[src/rtl/multdiv_pkg.sv]
// Shared types and constants for the multiply/divide sequencer.
package multdiv_pkg;

   localparam int unsigned COUNT_W         = 6;
   localparam int unsigned MULT_CYCLES_DEF = 16;
   localparam int unsigned DIV_CYCLES_DEF  = 32;

   localparam logic [COUNT_W-1:0] MAX_COUNT = 6'd33;

   typedef enum logic [1:0] {
      StIdle,
      StRunMult,
      StRunDiv,
      StDone
   } state_e;

endpackage

[src/rtl/multdiv_cycle_counter.sv]
// Iteration counter with synchronous clear/enable and a terminal-count compare.
module multdiv_cycle_counter
   import multdiv_pkg::*;
(
   input  logic               clock,
   input  logic               reset,
   input  logic               clear,
   input  logic               enable,
   input  logic [COUNT_W-1:0] terminal,
   output logic [COUNT_W-1:0] count,
   output logic               match
);

   // Holds at MAX_COUNT rather than wrapping.
   always_ff @(posedge clock) begin
      if (reset) begin
         count <= '0;
      end else if (clear) begin
         count <= '0;
      end else if (enable && (count != MAX_COUNT)) begin
         count <= count + 1'b1;
      end
   end

   assign match = (count == terminal);

endmodule

[src/rtl/multdiv_controller.sv]
// Sequencer for the shared iterative multiply/divide datapath.
// Optional performance counters are built when MULTDIV_PERF_EN is defined.
module multdiv_controller
   import multdiv_pkg::*;
#(
   parameter int unsigned WIDTH       = 32,
   parameter int unsigned MULT_CYCLES = MULT_CYCLES_DEF,
   parameter int unsigned DIV_CYCLES  = DIV_CYCLES_DEF
) (
   input  logic               clock,
   input  logic               reset,
   input  logic               ctrl_MULT,
   input  logic               ctrl_DIV,
   input  logic [WIDTH-1:0]   data_operandA,
   input  logic [WIDTH-1:0]   data_operandB,
   input  logic [WIDTH-1:0]   mult_result,
   input  logic               mult_ovf,
   input  logic [WIDTH-1:0]   div_result,
   output logic [WIDTH-1:0]   op_a,
   output logic [WIDTH-1:0]   op_b,
   output logic [COUNT_W-1:0] count,
   output logic               mult_active,
   output logic               div_active,
   output logic               busy,
   output logic [WIDTH-1:0]   data_result,
   output logic               data_exception,
   output logic               data_resultRDY
`ifdef MULTDIV_PERF_EN
   ,
   output logic [15:0]        perf_ops,
   output logic [15:0]        perf_exc
`endif
);

   localparam logic [COUNT_W-1:0] MULT_TERM = COUNT_W'(MULT_CYCLES);
   localparam logic [COUNT_W-1:0] DIV_TERM  = COUNT_W'(DIV_CYCLES);

   state_e             state_q, state_d;
   logic [WIDTH-1:0]   op_a_d, op_b_d, result_d;
   logic               exc_d;
   logic               accept, running, cnt_clear, cnt_match;
   logic [COUNT_W-1:0] terminal;

   assign accept   = ctrl_MULT | ctrl_DIV;
   assign running  = (state_q == StRunMult) | (state_q == StRunDiv);
   assign terminal = (state_q == StRunDiv) ? DIV_TERM : MULT_TERM;

   always_comb begin
      state_d  = state_q;
      op_a_d   = op_a;
      op_b_d   = op_b;
      result_d = data_result;
      exc_d    = data_exception;
      if (accept) begin
         // A new request always wins: it aborts whatever is in flight.
         op_a_d = data_operandA;
         op_b_d = data_operandB;
         exc_d  = 1'b0;
         if (ctrl_MULT) begin
            state_d = StRunMult;
         end else if (data_operandB == '0) begin
            state_d  = StDone;
            result_d = '0;
            exc_d    = 1'b1;
         end else begin
            state_d = StRunDiv;
         end
      end else begin
         case (state_q)
            StRunMult: begin
               if (cnt_match) begin
                  state_d  = StDone;
                  result_d = mult_result;
                  exc_d    = mult_ovf;
               end
            end
            StRunDiv: begin
               if (cnt_match) begin
                  state_d  = StDone;
                  result_d = div_result;
                  exc_d    = 1'b0;
               end
            end
            StDone:  state_d = StIdle;
            default: state_d = StIdle;
         endcase
      end
   end

   assign cnt_clear = accept | ~running | (state_d == StDone);

   multdiv_cycle_counter u_counter (
      .clock    (clock),
      .reset    (reset),
      .clear    (cnt_clear),
      .enable   (running),
      .terminal (terminal),
      .count    (count),
      .match    (cnt_match)
   );

   always_ff @(posedge clock) begin
      if (reset) begin
         state_q        <= StIdle;
         op_a           <= '0;
         op_b           <= '0;
         data_result    <= '0;
         data_exception <= 1'b0;
      end else begin
         state_q        <= state_d;
         op_a           <= op_a_d;
         op_b           <= op_b_d;
         data_result    <= result_d;
         data_exception <= exc_d;
      end
   end

   assign mult_active    = (state_q == StRunMult);
   assign div_active     = (state_q == StRunDiv);
   assign busy           = (state_q != StIdle);
   assign data_resultRDY = (state_q == StDone);

`ifdef MULTDIV_PERF_EN
   always_ff @(posedge clock) begin
      if (reset) begin
         perf_ops <= '0;
         perf_exc <= '0;
      end else if (state_q == StDone) begin
         if (perf_ops != 16'hFFFF) perf_ops <= perf_ops + 1'b1;
         if (data_exception && (perf_exc != 16'hFFFF)) perf_exc <= perf_exc + 1'b1;
      end
   end
`endif

endmodule

[config.mk]
export PLATFORM = sky130hd
export DESIGN_NAME = multdiv_controller
export DESIGN_NICKNAME = d
export VERILOG_FILES = /design/src/rtl/multdiv_pkg.sv /design/src/rtl/multdiv_cycle_counter.sv /design/src/rtl/multdiv_controller.sv
export SDC_FILE = /design/constraint.sdc
export NUM_CORES = 1
export LEC_CHECK = 0
export CAP_MARGIN = 20
export CORE_MARGIN = 5
export CORE_UTILIZATION = 42
export CTS_BUF_LIST = sky130_fd_sc_hd__clkbuf_4
export DETAILED_ROUTE_END_ITERATION = 8
export MAX_ROUTING_LAYER = met4
export PLACE_DENSITY = 0.83
export SLEW_MARGIN = 40
export SYNTH_ARGS = -nofsm -noshare
export SYNTH_HDL_FRONTEND = slang
export SYNTH_SLANG_ARGS = --single-unit
[constraint.sdc]
create_clock -name clock -period 2.6 [get_ports clock]
set_clock_uncertainty 0.05 [all_clocks]
set_input_delay 0.39 -clock clock [delete_from_list [all_inputs] [get_ports clock]]
set_output_delay 0.39 -clock clock [all_outputs]
set_load 0.01 [all_outputs]
==> reports/results.ini <==
[placement]
dp_cells=903
port_buffers=239
place.gp.congestion=0.875
hpwl_um=11900

[worst_setup_path]
crit_chain=inv_1 > ha_2 > buf_4 > clkdlybuf4s50_1
cp_top_family=buffers and inverters
critical_path_required_ns=2.16
cp_slowest_cell=clkdlybuf4s50_1
end_kind=output pin
worst_ep_arrival_time_ns=1.95
cp.buffers_inverters=3
worstSetupPathType=reg -> out
path_max_fanout=11
crit_cells=4
worstSetupStartpoint=state_q[0]
rrSetupSlack_ns=0.34
rr_endpoint=data_result[27]
start_kind=flop
reg2reg_depth=6
reg2reg_from=state_q[1]
crit_path_max_incr_delay_ns=0.59

[cts]
cts_buffers=9
insertion_delay_ns=0.45
cts_root_buf=clkbuf_4
cts_tree=yes
cts_buffer_depth=2
cts_sinks=105
clk_pin_slew_ns=0.16
cts_resized=0
ctsHoldBuffers=0
h-tree-depth=3
cts_setup_buffers=0

[finish]
utilization=0.661
synthToLayoutAreaGrowth_pct=55.6
fillerInstances=921
antenna_cells=0
final_layout_size_suffix_gt1_frac=0.0902
finalNonFillerCells=919
mostFrequentLayoutCells=clkdlybuf4s50_1 (238), nand2_1 (130), dfxtp_1 (105)
nets=912
layout_commonest_cell=clkdlybuf4s50_1

[detailed_routing]
drt-pass1-iter-count=5
ant_nets=0
avgRoutedWirePerCell_um=17.0
routed_wl_um=15600
drc=0
via_count=4803
drtIter0Drc=266
routed_via_density=5.23

[die]
fp.dieArea_sq_um=13600
pin_count=240
die_w_um=117
rows=39
core-area_sq_um=11300
initial_core_util=0.425
die_h_um=117

[logic_synthesis]
syn_nets=695
seq_area_frac_synth=0.439
synth_ff_type=dfxtp_1
synth-async-reset-ratio=0
synth_edf_count=0
avgSynthCellArea_sq_um=8.64
syn_inst=554
ys_ff_latch=105
syn_area_sq_um=4790
synth_cell_types=44
yosys_warnings=0

[power_and_ir_drop]
switching_power_uw=886
combPwrFrac=0.210
p_sw_frac=0.261
total_leakage_power_uw=0.00272
power_uw=3390
p_int_uw=2510
peakVddDrop_v=0.000367
power.density_nw_per_um2=455
power_frac_seq=0.510
clock_power_share=0.280

[sta]
drv_slew=0
setup_viol=0
tns_ns=0
rsz0062_at_grt=false
fin_crit_sh=0.921
period_needed_ns=2.39
worstMarginPinSlew_ns=0.535
maxSlewHeadroom=0.643
max_freq_ghz=0.418
final_hold_viol_count=0

[global_routing]
grt_pass1_wl_um=23800
overflow=0
grt_pass1_vias=4883
grt_usage=0.227
grt_start_max_net_pins=52
antenna_found_initial=0

[run_status]
status=completed

[job]
drv_cap=0

[worst_hold_path]
hp-start=reset
min_path_cells=2
hold_end=op_b[14]
hold_class=in -> reg

## cells in the mapped netlist (2+ instances only)
master / instances / area, sq um
nand2_1: 130 / 488
o22ai_2: 30 / 375
nor2_1: 8 / 30.0
buf_1: 3 / 11.3
and4_1: 3 / 26.3
nor2b_1: 32 / 200
a21oi_1: 66 / 330
nand4_1: 3 / 18.8
ha_1: 8 / 100
o22ai_1: 2 / 12.5
buf_4: 3 / 22.5
o21ai_0: 27 / 135
xor2_1: 3 / 26.3
nand3_1: 2 / 10.0
xnor2_1: 3 / 26.3
mux2i_1: 33 / 330
buf_6: 4 / 45.0
dfxtp_1: 105 / 2100
nor4b_1: 2 / 17.5
nor3_1: 3 / 15.0
nor4_1: 16 / 100
o21ai_1: 5 / 25.0
inv_1: 7 / 26.3
clkbuf_1: 33 / 124
a31oi_1: 2 / 12.5
buf_2: 3 / 15.0
## power by group through the flow
stage	combinational [uW]	sequential [uW]	clock (uW)
final	711	1730	951
after global routing	767	1740	1040
after CTS	717	1730	974
after detailed placement	714	1760	0
after global placement	700	1760	0
after floorplan	233	1800	0
## per-layer routing
layer,share of wire,vias to the layer above,wire length [um],global-route usage
li1,-,2340,-,-
met1,0.39,2229,6100,0.255
met2,0.48,208,7470,0.379
met3,0.11,26,1770,0.0756
met4,0.018,0,286,0.0749
met5,0,-,0,-
## state kept, by name, summed over array words and instances (netlist names)
signal	cells
data_exception	1
data_result	32
op_a	32
op_b	32
state_q	2
u_counter.count	6
## cells by family (layout without fill, tap and decap cells)
family                   after synthesis  in the layout  share of synthesized area
AND/OR/NAND/NOR                      209            209                      0.206
XOR/XNOR                               6              6                     0.0110
AO/OA/AOI/OAI                        139            139                      0.200
multiplexers                          34             34                     0.0714
flip-flops                           105            105                      0.439
buffers and inverters                 53            275                     0.0510
adder cells (fa/ha/maj)                8              8                     0.0209
## stage by stage
stage	area (sq um)	setup WS [ns]	hold WS, ns
after global routing	7450	0.110	0.273
final	7450	0.206	0.289
after CTS	7450	0.163	0.252
after floorplan	4790	0.437	0.426
after global placement	7280	0.288	0.387
after detailed placement	7280	0.236	0.394
## worst reg2reg max path, stage by stage (launching register included)
cell	delay [ns]
dfxtp_1	0.46
inv_1	0.10
ha_1	0.30
or3b_1	0.36
or3_2	0.41
buf_4	0.30
o22ai_2	0.24
## area by class of cell
| cell class | instances | area, sq um | area share |
|---|---|---|---|
| multi-input combinational | 396 | 2450 | 0.329 |
| sequential | 105 | 2100 | 0.282 |
| tap | 143 | 179 | 0.0240 |
| timing repair buffer | 252 | 2520 | 0.339 |
| clock buffer | 11 | 82.6 | 0.0111 |
| inverter | 7 | 26.3 | 0.00353 |
| clock inverter | 5 | 80.1 | 0.0108 |
## worst max path at each step
stage          slack (ns)         endpoint
2_1_floorplan        0.44  data_result[10]
3_3_place_gp         0.29   data_result[0]
3_5_place_dp         0.24  data_result[27]
4_1_cts              0.16       div_active
5_1_grt              0.11       div_active
6_report             0.21       div_active
No activity file was read; power rests on OpenSTA's default activity.
==> patch: new RTL, same flow settings <==
`WIDTH`: 32 -> 64.
--- a/src/rtl/multdiv_controller.sv
+++ b/src/rtl/multdiv_controller.sv
@@ -5,3 +5,3 @@
 #(
-   parameter int unsigned WIDTH       = 32,
+   parameter int unsigned WIDTH       = 64,
    parameter int unsigned MULT_CYCLES = MULT_CYCLES_DEF,
Ports: changed (7 resized); port bits go from 240 to 464. The function was not compared with the original's and may differ.
==> patch against the original RTL <==
- sequential cell count grew 96
- highest routed layer unchanged
- worst setup slack got worse by 0.075 ns
- first-iteration DRC count grew 69%
- final area up 94%
- largest power group unchanged
- fmax is 3.0% lower
- critical path type unchanged
- global-route usage grew 3.6 points
- routed wire length is 110% higher
- area after synthesis is 87% higher
- power up 120%
- sequential power is 90% higher
==> patch: results (changes against the original RTL) <==
Finish
  – Total Nets Final: 1753 (+92%)
  – Fill cells: 1640 (+78%)
  – Biggest regs: data_result (64), op_a (64), op_b (64)
  – Share of cells above drive strength 1: 15.4% (+6.4 points)

Synthesis
  – Top cells by count, synth: nand2_1 (329), dfxtp_1 (201), a21oi_1 (133)
  – Net Count, Synth: 1284 (+85%)
  – Synth unique cells: 42 (-4.5%)
  – Sequential area share after synthesis: 45.0% (+1.1 points)
  – Async S/R FF share, synth: 0% (unchanged)
  – Post-synth EDFFs: 0 (unchanged)
  – Ys Warns: 0 (unchanged)
  – Synth area leaders: dfxtp_1 (45%), nand2_1 (14%), mux2_2 (8.1%)

Route
  – Per-cell routed wire length: 18.3 µm (+7.9%)
  – Wire length on met1: 11.9 mm (+95%)
  – Via count: 9007 (+88%)
  – Drt pass-1 iters: 5 (unchanged)
  – Highest routed layer: met4
  – WL met3: 3.22 mm (+82%)
  – Initial DRC Count: 450 (+69%)
  – Met2 Routed Length: 16.5 mm (+120%)

Clock tree
  – Root buf cell: clkbuf_4
  – Clk buf depth: 3 (+1)
  – Num CTS Buffers: 54 (+45)
  – Clock-pin slew on the worst setup and hold paths: 0.07 ns (-0.09 ns)
  – H-tree levels: 2 (-1)
  – Clk Latency, worst-skew pair: 0.64 ns (+0.19 ns)

Worst setup path
  – WP data arrival: 2.03 ns (+0.08 ns)
  – Crit-path slowest cell: clkdlybuf4s50_1
  – Slowest stage delay, CP: 0.56 ns (-0.03 ns)
  – Crit path capture: div_active
  – Top delay family on crit path: buffers and inverters
  – Reg2reg end: data_result[42]
  – Critical Path Fanout Max: 22 (+11)
  – Worst r2r path cells: 8 (+2)
  – R2R setup slack: 0.20 ns (-0.14 ns)
  – Critical path origin: state_q[0]

Placement
  – I/O Buffers: 463 (+94%)
  – GP Congestion: 0.904 (+3.3%)
  – HPWL after detailed placement: 24.5 mm (+110%)
  – Post-DP Area: 13700 µm² (+88%)

Global routing
  – Largest net degree at the start of global routing: 129 (+150%)
  – Gr usage total: 26.3% (+3.6 points)
  – Total gr overflow: 0 (unchanged)
  – Vias in the first global route: 9200 (+88%)
  – Antenna violations before repair: 2 (+2)
  – First-pass GRT wire length: 49.5 mm (+110%)

Power and ir drop
  – Pleak: 5.82 nW (+110%)
  – Max IR drop VDD: 0.000375 V (+2.3%)
  – Psw: 1.88 mW (+110%)

Worst hold path
  – Hold crit path type: in -> reg
  – Hold depth: 2 (unchanged)

Run status
  – Status: complete, no violations

Timing
  – Relative slew slack: 54.4% (-9.9 points)
patch: cell types whose count changed in the layout (fill, tap and decap cells not counted), moves of 31 or more:
cell,unedited run,this run
mux2i_1,33,64
dfxtp_1,105,201
a21oi_1,66,132
mux2_2,1,64
or2b_2,0,54
clkdlybuf4s50_1,238,462
nand2_1,130,329
clkbuf_4,11,79
patch: routing by layer:
| layer | GRT usage, % | vias to the layer above |
|---|---|---|
| met4 | 11.0 | 0 |
| met2 | 45.0 | 457 |
| met5 | - | - |
| li1 | - | 4346 |
| met1 | 28.2 | 4129 |
| met3 | 7.93 | 75 |
patch: per-stage QoR:
step	total power [mW]	setup TNS, ns	cells	util, %	worst slack [ns]
2_1_floorplan	3.84	0	1016	-	0.283
3_3_place_gp	4.62	-0.00485	1701	65.4	-0.00191
3_5_place_dp	4.64	0	1701	65.4	0.0135
4_1_cts	7.44	0	1795	68.9	0.000725
5_1_grt	7.72	0	1797	69.0	0.00317
6_report	7.34	0	1797	69.0	0.131
patch: area by class of cell:
class | count | area [µm²] | area share [%]
antenna | 2 | 5.00 | 0.0346
inverter | 8 | 30.0 | 0.208
timing repair buffer | 485 | 4950 | 34.2
tap | 275 | 344 | 2.38
clock inverter | 12 | 80.1 | 0.554
clock buffer | 79 | 593 | 4.10
multi-input combinational | 735 | 4430 | 30.7
sequential | 201 | 4020 | 27.8
patch: worst min-delay path by stage:
stage                   from         end  slack [ns]
floorplan            op_a[0]     op_a[0]        0.43
global placement    op_b[23]    op_b[23]        0.39
detailed placement   op_a[7]     op_a[7]        0.39
CTS                    reset    op_a[54]        0.04
global route           reset  state_q[1]        0.07
finish                 reset    op_a[63]         0.1
patch: power groups by stage:
stage / sequential (mW) / clock (mW) / combinational, mW
final: 3.28 / 2.76 / 1.31
after global routing: 3.29 / 3.03 / 1.40
after CTS: 3.28 / 2.85 / 1.31
after detailed placement: 3.35 / 0 / 1.29
after global placement: 3.34 / 0 / 1.27
after floorplan: 3.41 / 0 / 0.428
patch: cell families (layout without fill, tap and decap cells):
| group | after synthesis | after routing | share of synthesized area, % |
|---|---|---|---|
| muxes | 128 | 128 | 15.2 |
| AOI/OAI and AO/OA | 148 | 148 | 8.98 |
| xor gates and xnor gates | 4 | 4 | 0.392 |
| adders and majority gates | 7 | 7 | 0.980 |
| buffers and inverters | 80 | 584 | 5.80 |
| DFF | 201 | 201 | 45.0 |
| other | 0 | 2 | 0 |
| and+or+nand+nor | 448 | 448 | 23.6 |
patch: timing repair:
| action | in CTS | in global routing |
|---|---|---|
| hold buffers | 0 | 0 |
| pin swaps | 0 | 0 |
| setup endpoints to repair | 1 | 8 |
| gates cloned | 1 | 0 |
| setup buffers | 2 | 0 |
| resized for setup | 4 | 2 |
